File: src/rtl/button_conditioner_pkg.sv
// Shared definitions for the button conditioner: per-channel FSM state encoding.
package button_conditioner_pkg;

    typedef enum logic [1:0] {
        IDLE       = 2'd0,
        PRESS_DB   = 2'd1,
        HELD       = 2'd2,
        RELEASE_DB = 2'd3
    } btn_state_t;

endpackage

File: src/rtl/button_channel.sv
// One button channel: 2-FF synchronizer, debounce/auto-repeat FSM and its counters.
// ev is a combinational strobe that is high on the clock edge that takes a debounce or repeat decision.
module button_channel
    import button_conditioner_pkg::*;
#(
    parameter int unsigned DEBOUNCE_TICKS = 4,
    parameter int unsigned REPEAT_DELAY   = 8,
    parameter int unsigned REPEAT_RATE    = 2,
    parameter int unsigned CNT_W          = 8
) (
    input  logic       clk,
    input  logic       rst,
    input  logic       tick,
    input  logic       btn,
    output logic       ev,
    output logic       held,
    output btn_state_t state
);

    localparam logic [CNT_W-1:0] ONE        = CNT_W'(1);
    localparam logic [CNT_W-1:0] DB_LAST    = CNT_W'(DEBOUNCE_TICKS - 1);
    localparam logic [CNT_W-1:0] DELAY_LAST = CNT_W'((REPEAT_DELAY > 0) ? REPEAT_DELAY - 1 : 0);
    localparam logic [CNT_W-1:0] RATE_LAST  = CNT_W'(REPEAT_RATE - 1);
    localparam bit               REPEAT_EN  = (REPEAT_DELAY != 0);

    logic [1:0]       sync_q;
    logic             btn_s;
    logic [CNT_W-1:0] cnt;
    logic [CNT_W-1:0] rpt;
    logic             repeated;
    logic [CNT_W-1:0] rpt_last;

    assign btn_s    = sync_q[1];
    assign held     = (state == HELD) || (state == RELEASE_DB);
    // The first repeat waits REPEAT_DELAY ticks, later repeats REPEAT_RATE ticks.
    assign rpt_last = repeated ? RATE_LAST : DELAY_LAST;

    always_comb begin
        ev = 1'b0;
        case (state)
            PRESS_DB: ev = btn_s && tick && (cnt == DB_LAST);
            HELD:     ev = btn_s && tick && REPEAT_EN && (rpt == rpt_last);
            default:  ev = 1'b0;
        endcase
    end

    always_ff @(posedge clk or posedge rst) begin
        if (rst) begin
            sync_q   <= 2'b00;
            state    <= IDLE;
            cnt      <= '0;
            rpt      <= '0;
            repeated <= 1'b0;
        end else begin
            sync_q <= {sync_q[0], btn};
            case (state)
                IDLE: begin
                    if (btn_s && tick) begin
                        state <= PRESS_DB;
                        cnt   <= ONE;
                    end
                end
                PRESS_DB: begin
                    if (!btn_s) begin
                        state <= IDLE;
                    end else if (tick) begin
                        if (cnt == DB_LAST) begin
                            state    <= HELD;
                            rpt      <= '0;
                            repeated <= 1'b0;
                        end else if (cnt != '1) begin
                            cnt <= cnt + ONE;
                        end
                    end
                end
                HELD: begin
                    if (!btn_s) begin
                        state <= RELEASE_DB;
                        cnt   <= ONE;
                    end else if (tick && REPEAT_EN) begin
                        if (ev) begin
                            rpt      <= '0;
                            repeated <= 1'b1;
                        end else if (rpt != '1) begin
                            rpt <= rpt + ONE;
                        end
                    end
                end
                RELEASE_DB: begin
                    if (btn_s) begin
                        state    <= HELD;
                        rpt      <= '0;
                        repeated <= 1'b0;
                    end else if (tick) begin
                        if (cnt == DB_LAST) begin
                            state <= IDLE;
                        end else if (cnt != '1) begin
                            cnt <= cnt + ONE;
                        end
                    end
                end
                default: state <= IDLE;
            endcase
        end
    end

endmodule

File: src/rtl/button_conditioner.sv
// Up/Down button conditioner: two independent channels plus the arbitration/output register.
// Events from both channels in the same cycle become a Conflict pulse instead of a request.
module button_conditioner
    import button_conditioner_pkg::*;
#(
    parameter int unsigned DEBOUNCE_TICKS = 4,
    parameter int unsigned REPEAT_DELAY   = 8,
    parameter int unsigned REPEAT_RATE    = 2,
    parameter int unsigned CNT_W          = 8
) (
    input  logic       Clock,
    input  logic       Reset,
    input  logic       Tick,
    input  logic       Up_Btn,
    input  logic       Down_Btn,
    output logic       Up_Pulse,
    output logic       Down_Pulse,
    output logic       Up_Held,
    output logic       Down_Held,
    output logic       Conflict,
    output btn_state_t Up_State,
    output btn_state_t Down_State
);

    logic up_ev;
    logic dn_ev;

    button_channel #(
        .DEBOUNCE_TICKS(DEBOUNCE_TICKS),
        .REPEAT_DELAY  (REPEAT_DELAY),
        .REPEAT_RATE   (REPEAT_RATE),
        .CNT_W         (CNT_W)
    ) u_up (
        .clk  (Clock),
        .rst  (Reset),
        .tick (Tick),
        .btn  (Up_Btn),
        .ev   (up_ev),
        .held (Up_Held),
        .state(Up_State)
    );

    button_channel #(
        .DEBOUNCE_TICKS(DEBOUNCE_TICKS),
        .REPEAT_DELAY  (REPEAT_DELAY),
        .REPEAT_RATE   (REPEAT_RATE),
        .CNT_W         (CNT_W)
    ) u_down (
        .clk  (Clock),
        .rst  (Reset),
        .tick (Tick),
        .btn  (Down_Btn),
        .ev   (dn_ev),
        .held (Down_Held),
        .state(Down_State)
    );

    always_ff @(posedge Clock or posedge Reset) begin
        if (Reset) begin
            Up_Pulse   <= 1'b0;
            Down_Pulse <= 1'b0;
            Conflict   <= 1'b0;
        end else begin
            Up_Pulse   <= up_ev & ~dn_ev;
            Down_Pulse <= dn_ev & ~up_ev;
            Conflict   <= up_ev & dn_ev;
        end
    end

endmodule
File: config.mk
export PLATFORM = sky130hd
export DESIGN_NAME = button_conditioner
export DESIGN_NICKNAME = d
export VERILOG_FILES = /design/src/rtl/button_conditioner_pkg.sv /design/src/rtl/button_channel.sv /design/src/rtl/button_conditioner.sv
export SDC_FILE = /design/constraint.sdc
export NUM_CORES = 1
export LEC_CHECK = 0
export CAP_MARGIN = 20
export CORE_MARGIN = 8
export CORE_UTILIZATION = 35
export CTS_CLUSTER_DIAMETER = 40
export DETAILED_ROUTE_END_ITERATION = 8
export REMOVE_ABC_BUFFERS = 1
export SKIP_LAST_GASP = 1
export SLEW_MARGIN = 0
export SYNTH_ARGS = -nofsm -noshare
export SYNTH_HDL_FRONTEND = slang
export SYNTH_SLANG_ARGS = --single-unit
File: constraint.sdc
create_clock -name Clock -period 6.1 [get_ports Clock]
set_input_delay 1.22 -clock Clock [delete_from_list [all_inputs] [get_ports Clock]]
set_output_delay 1.22 -clock Clock [all_outputs]
set_load 0.02 [all_outputs]
==> flow_summary.ini, run 1 <==
[flow_run]
maxCapViolations = 0

[placed_design]
dpl_worst_slack_ns = 2.466
gp_congestion = 0.8528
dp_hpwl_mm = 4.064
io_buffer_count = 13

[synth]
synth_edf_count = 0
async_flop_share = 1.000
synth_cell_types = 50
synthesis.area_mm2 = 0.002743
ys_ff_latch = 45
seq_area_frac_synth = 0.4106
netlist_instances = 294
syn_area_per_cell_um2 = 9.329
yosysWarnings = 0
synth_flop_cell = dfrtp_1

[drt]
via_per_inst = 5.438
wl_per_cell_um = 13.78
drtIter0Drc = 70
wirelength_mm = 5.691
firstDrtPassIters = 4
postRouteAntennaNets = 0
drc = 0
vias = 2246

[cells_and_area]
diodes = 0
layout_commonest_cell = dfrtp_1
seq_area_mm2 = 0.001126
fillers = 774
synthToLayoutAreaGrowth_pct = 12.45
layout_common_cells = dfrtp_1, nor2_1, nand2_1
drive_gt1_frac = 0.08682
fin_nets = 329
multi_input_area_mm2 = 0.001538

[pwr]
power.leakage_uw = 0.001314
ir_drop_uv = 166.4
combPwrFrac = 0.516
net-switching-power_uw = 554.1
p_per_area_mw_per_mm2 = 404.3
p_int_uw = 692.7
seqPwrFrac = 0.342
pwr-share-clk = 0.142
swShare = 0.4444

[clock_network]
post_cts_resize_count = 0
cts-htree-levels = 2
root_buffer = clkbuf_8
hold_buffers = 0
cts_tree = yes
clock-sinks = 45
cts.clk_slew.worst_paths_ns = 0.09
cts_buffers = 5
clkLatencyLatePin_ns = 0.30
ctsLongestPathBuffers = 2
postCtsSetupBuffers = 0

[sta]
period_share = 0.5579
finalClockSkew_ns = 0.009225
drv_slew = 0
fmax_mhz = 293.8
setup_tns_ns = 0
rsz0062_at_grt = no
setup_slack_ns = 2.697
relSlewSlack = 0.3324
tightest_slew_ns = 0.9938
setup_viol_count_final = 0
final-hold-violation-count = 0
period_minus_slack_ns = 3.403

[floorplan]
die_h_um = 104.5
die_w_um = 104.5
num_rows = 32
ios = 14
dieArea_mm2 = 0.01092
initial_utilization = 0.3586
core_mm2 = 0.007647

[critical_path]
criticalPathCategory = in -> reg
cp_data_arrival_time_ns = 3.59
required_ns = 6.29
crit_fanout = 14
critPathBufInv = 1
cpPeakStageDelay_ns = 0.85
cp-end-kind = flop
cpMaxStageDelayCell = nor3_1
start_kind = input pin
cp_top_family = simple AND/OR/NAND/NOR gates
critical_path.cell_chain = clkdlybuf4s50_1, a41oi_2, nor3_1, o21ai_1, mux2_2

[grt]
track_usage = 0.1093
grt_first_pass_wirelength_mm = 10.23
grt_pass1_vias = 2194
grt_antenna_before_repair = 0
grt_max_degree = 46
grt-ovfl-total = 0

[status]
outcome = finished clean

[worst_hold_path]
hold_path.class = reg -> reg
## state kept, by name (all words and copies together), names as in the netlist, 2 cells and up, named ones only
| register | count |
|---|---|
| u_up.rpt | 8 |
| u_down.cnt | 8 |
| u_down.rpt | 8 |
| u_up.cnt | 8 |
| u_down.sync_q | 2 |
| u_up.sync_q | 2 |
## synthesized netlist by cell type (2+ instances only)
cell type / instances / share of area
a211oi_1: 2 / 0.0055
a21oi_1: 16 / 0.029
a22o_1: 4 / 0.013
a2bb2oi_1: 2 / 0.0064
a31o_2: 4 / 0.013
a31oi_1: 8 / 0.018
a41oi_1: 3 / 0.0096
and2_1: 3 / 0.0068
and3_1: 5 / 0.011
and3b_1: 2 / 0.0064
and4_1: 2 / 0.0064
buf_2: 2 / 0.0036
clkbuf_1: 3 / 0.0041
dfrtp_1: 45 / 0.41
ha_1: 14 / 0.064
inv_1: 14 / 0.019
mux2_2: 3 / 0.012
mux2i_1: 6 / 0.022
nand2_1: 21 / 0.029
nand2b_1: 7 / 0.016
nand3_1: 17 / 0.031
nand4_1: 8 / 0.018
nor2_1: 27 / 0.037
nor2b_1: 4 / 0.0091
nor3_1: 13 / 0.024
nor3b_1: 4 / 0.011
nor4_1: 2 / 0.0046
nor4b_1: 2 / 0.0064
o2111ai_1: 5 / 0.016
o211ai_1: 2 / 0.0055
o21a_1: 2 / 0.0055
o21ai_0: 12 / 0.022
o22a_1: 3 / 0.0096
o31ai_1: 2 / 0.0055
or2_2: 4 / 0.0091
or3_1: 3 / 0.0068
or4_1: 4 / 0.011
xor2_1: 2 / 0.0064
## per-layer routing
metal	track usage	up-vias	share of wire	wire [µm]
met2	0.1685	35	0.45	2539
met3	0.02540	6	0.034	195
met5	0	-	0	0
li1	-	1131	-	-
met1	0.1469	1074	0.51	2896
met4	0.03516	0	0.010	59
## logic make-up after synthesis
family | count (synthesis) | share of synthesized area
flops | 45 | 0.4106
compound gates | 72 | 0.1898
mux | 9 | 0.03422
buf+inv | 20 | 0.02874
fa+ha+maj | 14 | 0.06387
simple gates | 132 | 0.2664
xor+xnor | 2 | 0.006388
## path summary, 6_finish.rpt
path | start | to | slack (ns) | depth (start not counted)
min in group asynchronous | Reset | u_up.cnt[1] | 1.11 | 2
worst min-delay path | u_down.sync_q[0] | u_down.sync_q[1] | 0.36 | 0
worst min register to register | u_down.sync_q[0] | u_down.sync_q[1] | 0.36 | 0
worst max register to register | flop | u_down.rpt[0] | 3.43 | 7
max in group asynchronous | Reset | u_up.rpt[3] | 4.57 | 3
worst max-delay path | Tick | u_down.rpt[0] | 2.70 | 5
## metrics by stage
| stage | hold WS, ns | area (µm²) | power, µW | utilization | instances |
|---|---|---|---|---|---|
| 3_3_place_gp | 0.3368 | 2982 | 1061 | 0.3899 | 404 |
| 2_1_floorplan | 0.3312 | 2716 | 883.4 | - | 288 |
| 3_5_place_dp | 0.3372 | 2982 | 1073 | 0.3899 | 404 |
| 5_1_grt | 0.3699 | 3084 | 1369 | 0.4033 | 413 |
| 4_1_cts | 0.3570 | 3064 | 1259 | 0.4007 | 412 |
| 6_report | 0.3577 | 3084 | 1247 | 0.4033 | 413 |
## worst register-to-register path: cells and delay by family, from the launching register on
kind	cells	cell delay, ns
buffers and inverters	1	0.11
multiplexers	1	0.31
AO/OA/AOI/OAI	2	0.34
adder cells (fa/ha/maj)	1	0.23
AND/OR/NAND/NOR	2	1.10
flip-flops	1	0.45
## power by group through the flow
stage               Clock, µW  Combinational, µW  Sequential, µW
CTS                       187                646             426
detailed placement          0                641             431
floorplan                   0                453             430
global placement            0                631             430
finish                    177                643             426
global route              203                727             440
## final cells by class
class,instances,area share
clock buffer,6,0.02353
clock inverter,2,0.003245
inverter,14,0.01704
multi-input combinational,229,0.4986
sequential,45,0.3651
tap,102,0.04138
timing repair buffer,15,0.05112
(Power assumes the default switching activity.)
==> run 2, diff against run 1 <==
clock period = 2.9 ns   (was 6.1 ns; I/O delays follow)
==> run 2 against run 1 <==
  * Register-to-register slack worse by 3.0 ns
  * Clock-buffer cell count is 1 higher
  * Power is 120% higher
  * Combinational power is 120% higher
  * Critical path depth stayed put
  * Wire length is 0.18% higher
  * Sequential share of layout area is 0.77 points lower
  * Worst hold slack hardly changed
  * Clock power grew to 2.7 times the previous value
  * Critical path type is now reg -> out
  * Largest cell class unchanged
==> flow_summary.ini, run 2 (same netlist as run 1, synthesis figures left out) <==
[status]
outcome = finished clean

[grt]
grt_pass1_vias = 2196
grt_antenna_before_repair = 0
grt_max_degree = 18
grt-ovfl-total = 0
grt_first_pass_wirelength_mm = 9.853
track_usage = 0.1056

[sta]
finalClockSkew_ns = 0.01016
final-hold-violation-count = 0
fin_hold_ws_ns = 0.3578
drv_slew = 0
setup_viol_count_final = 0
rsz0062_at_grt = no
fmax_mhz = 377.9
tightest_slew_ns = 0.7467
setup_slack_ns = 0.2536
setup_tns_ns = 0
period_share = 0.9126
period_minus_slack_ns = 2.646
relSlewSlack = 0.4984

[floorplan]
dieArea_mm2 = 0.01092
die_h_um = 104.5
ios = 14
die_w_um = 104.5
core_mm2 = 0.007647
num_rows = 32
initial_utilization = 0.3586

[clock_network]
root_buffer = clkbuf_8
cts_tree = yes
clkLatencyLatePin_ns = 0.29
cts.clk_slew.worst_paths_ns = 0.08
post_cts_resize_count = 0
cts_buffers = 5
clock-sinks = 45
postCtsSetupBuffers = 0
hold_buffers = 0
cts-htree-levels = 2
ctsLongestPathBuffers = 2

[drt]
postRouteAntennaNets = 0
drtIter0Drc = 121
wl_per_cell_um = 13.61
drc = 0
vias = 2326
via_per_inst = 5.551
wirelength_mm = 5.701
firstDrtPassIters = 4

[critical_path]
cp_data_arrival_time_ns = 2.07
r2r-start = u_up.cnt[0]
required_ns = 2.32
cp_top_family = buffers and inverters
cp-end-kind = primary output
crit_fanout = 12
worstSetupStartpoint = u_up.state[0]
start_kind = flop
criticalPathCategory = reg -> out
critical_path.cell_chain = inv_1, ha_1, buf_4, or2_2, clkdlybuf4s50_1
cpPeakStageDelay_ns = 0.54
reg2reg_slack_ns = 0.45
critPathBufInv = 3
cpMaxStageDelayCell = clkdlybuf4s50_1

[cells_and_area]
synthToLayoutAreaGrowth_pct = 14.87
fin_nets = 335
layout_commonest_cell = dfrtp_1
drive_gt1_frac = 0.1041
diodes = 0
layout_common_cells = dfrtp_1, nor2_1, nand2_1

[placed_design]
dpl_worst_slack_ns = 0.1787
io_buffer_count = 13
gp_congestion = 0.8189
dp_hpwl_mm = 4.244

[worst_hold_path]
min_from = u_up.sync_q[0]
hold_path.class = reg -> reg

[flow_run]
maxCapViolations = 0

[pwr]
ir_drop_uv = 308.7
power.leakage_uw = 0.001352
p_total_uw = 2777
p_per_area_mw_per_mm2 = 881.4
## run 2: cell types whose count changed in the layout (fill, tap and decap cells not counted), sizes merged
| cell | change |
|---|---|
| bufinv | +1 |
| clkbuf | +1 |
| clkinv | -2 |
| buf | +6 |
## run 2: area by class of cell
cell class	count	area (µm²)
inverters	14	52.55
multi-input cells	229	1538
clock buffers	7	86.33
clock inverters	1	30.03
fillers	740	4497
repair buffers	21	190.2
well taps	102	127.6
flip-flops and latches	45	1126
## run 2: power by group
| part | leakage, µW | total, µW | internal (µW) | switching [µW] |
|---|---|---|---|---|
| clock network | 0.0000585 | 485 | 281 | 204 |
| logic | 0.000697 | 1400 | 587 | 812 |
| registers | 0.000597 | 893 | 740 | 153 |
| total | 0.00135 | 2780 | 1610 | 1170 |
## run 2: layer usage
layer | global-route usage | vias to the layer above | wire length [µm]
met4 | 0.03619 | 0 | 48
li1 | - | 1142 | -
met1 | 0.1310 | 1133 | 2782
met5 | 0 | - | 0
met2 | 0.1771 | 47 | 2655
met3 | 0.02230 | 4 | 214
## run 2: stage by stage
| stage | util | area [µm²] | cells |
|---|---|---|---|
| 6_report | 0.4120 | 3151 | 419 |
| 3_3_place_gp | 0.3968 | 3034 | 411 |
| 3_5_place_dp | 0.3968 | 3034 | 411 |
| 5_1_grt | 0.4120 | 3151 | 419 |
| 4_1_cts | 0.4120 | 3151 | 419 |
| 2_1_floorplan | - | 2716 | 288 |
## run 2: path summary, 6_finish.rpt
check,cells after the start,end
max,5,Up_Held
min,0,u_up.sync_q[1]
max reg2reg,6,u_up.rpt[3]
min reg2reg,0,u_up.sync_q[1]
max in group asynchronous,3,Conflict
min in group asynchronous,2,u_down.sync_q[1]
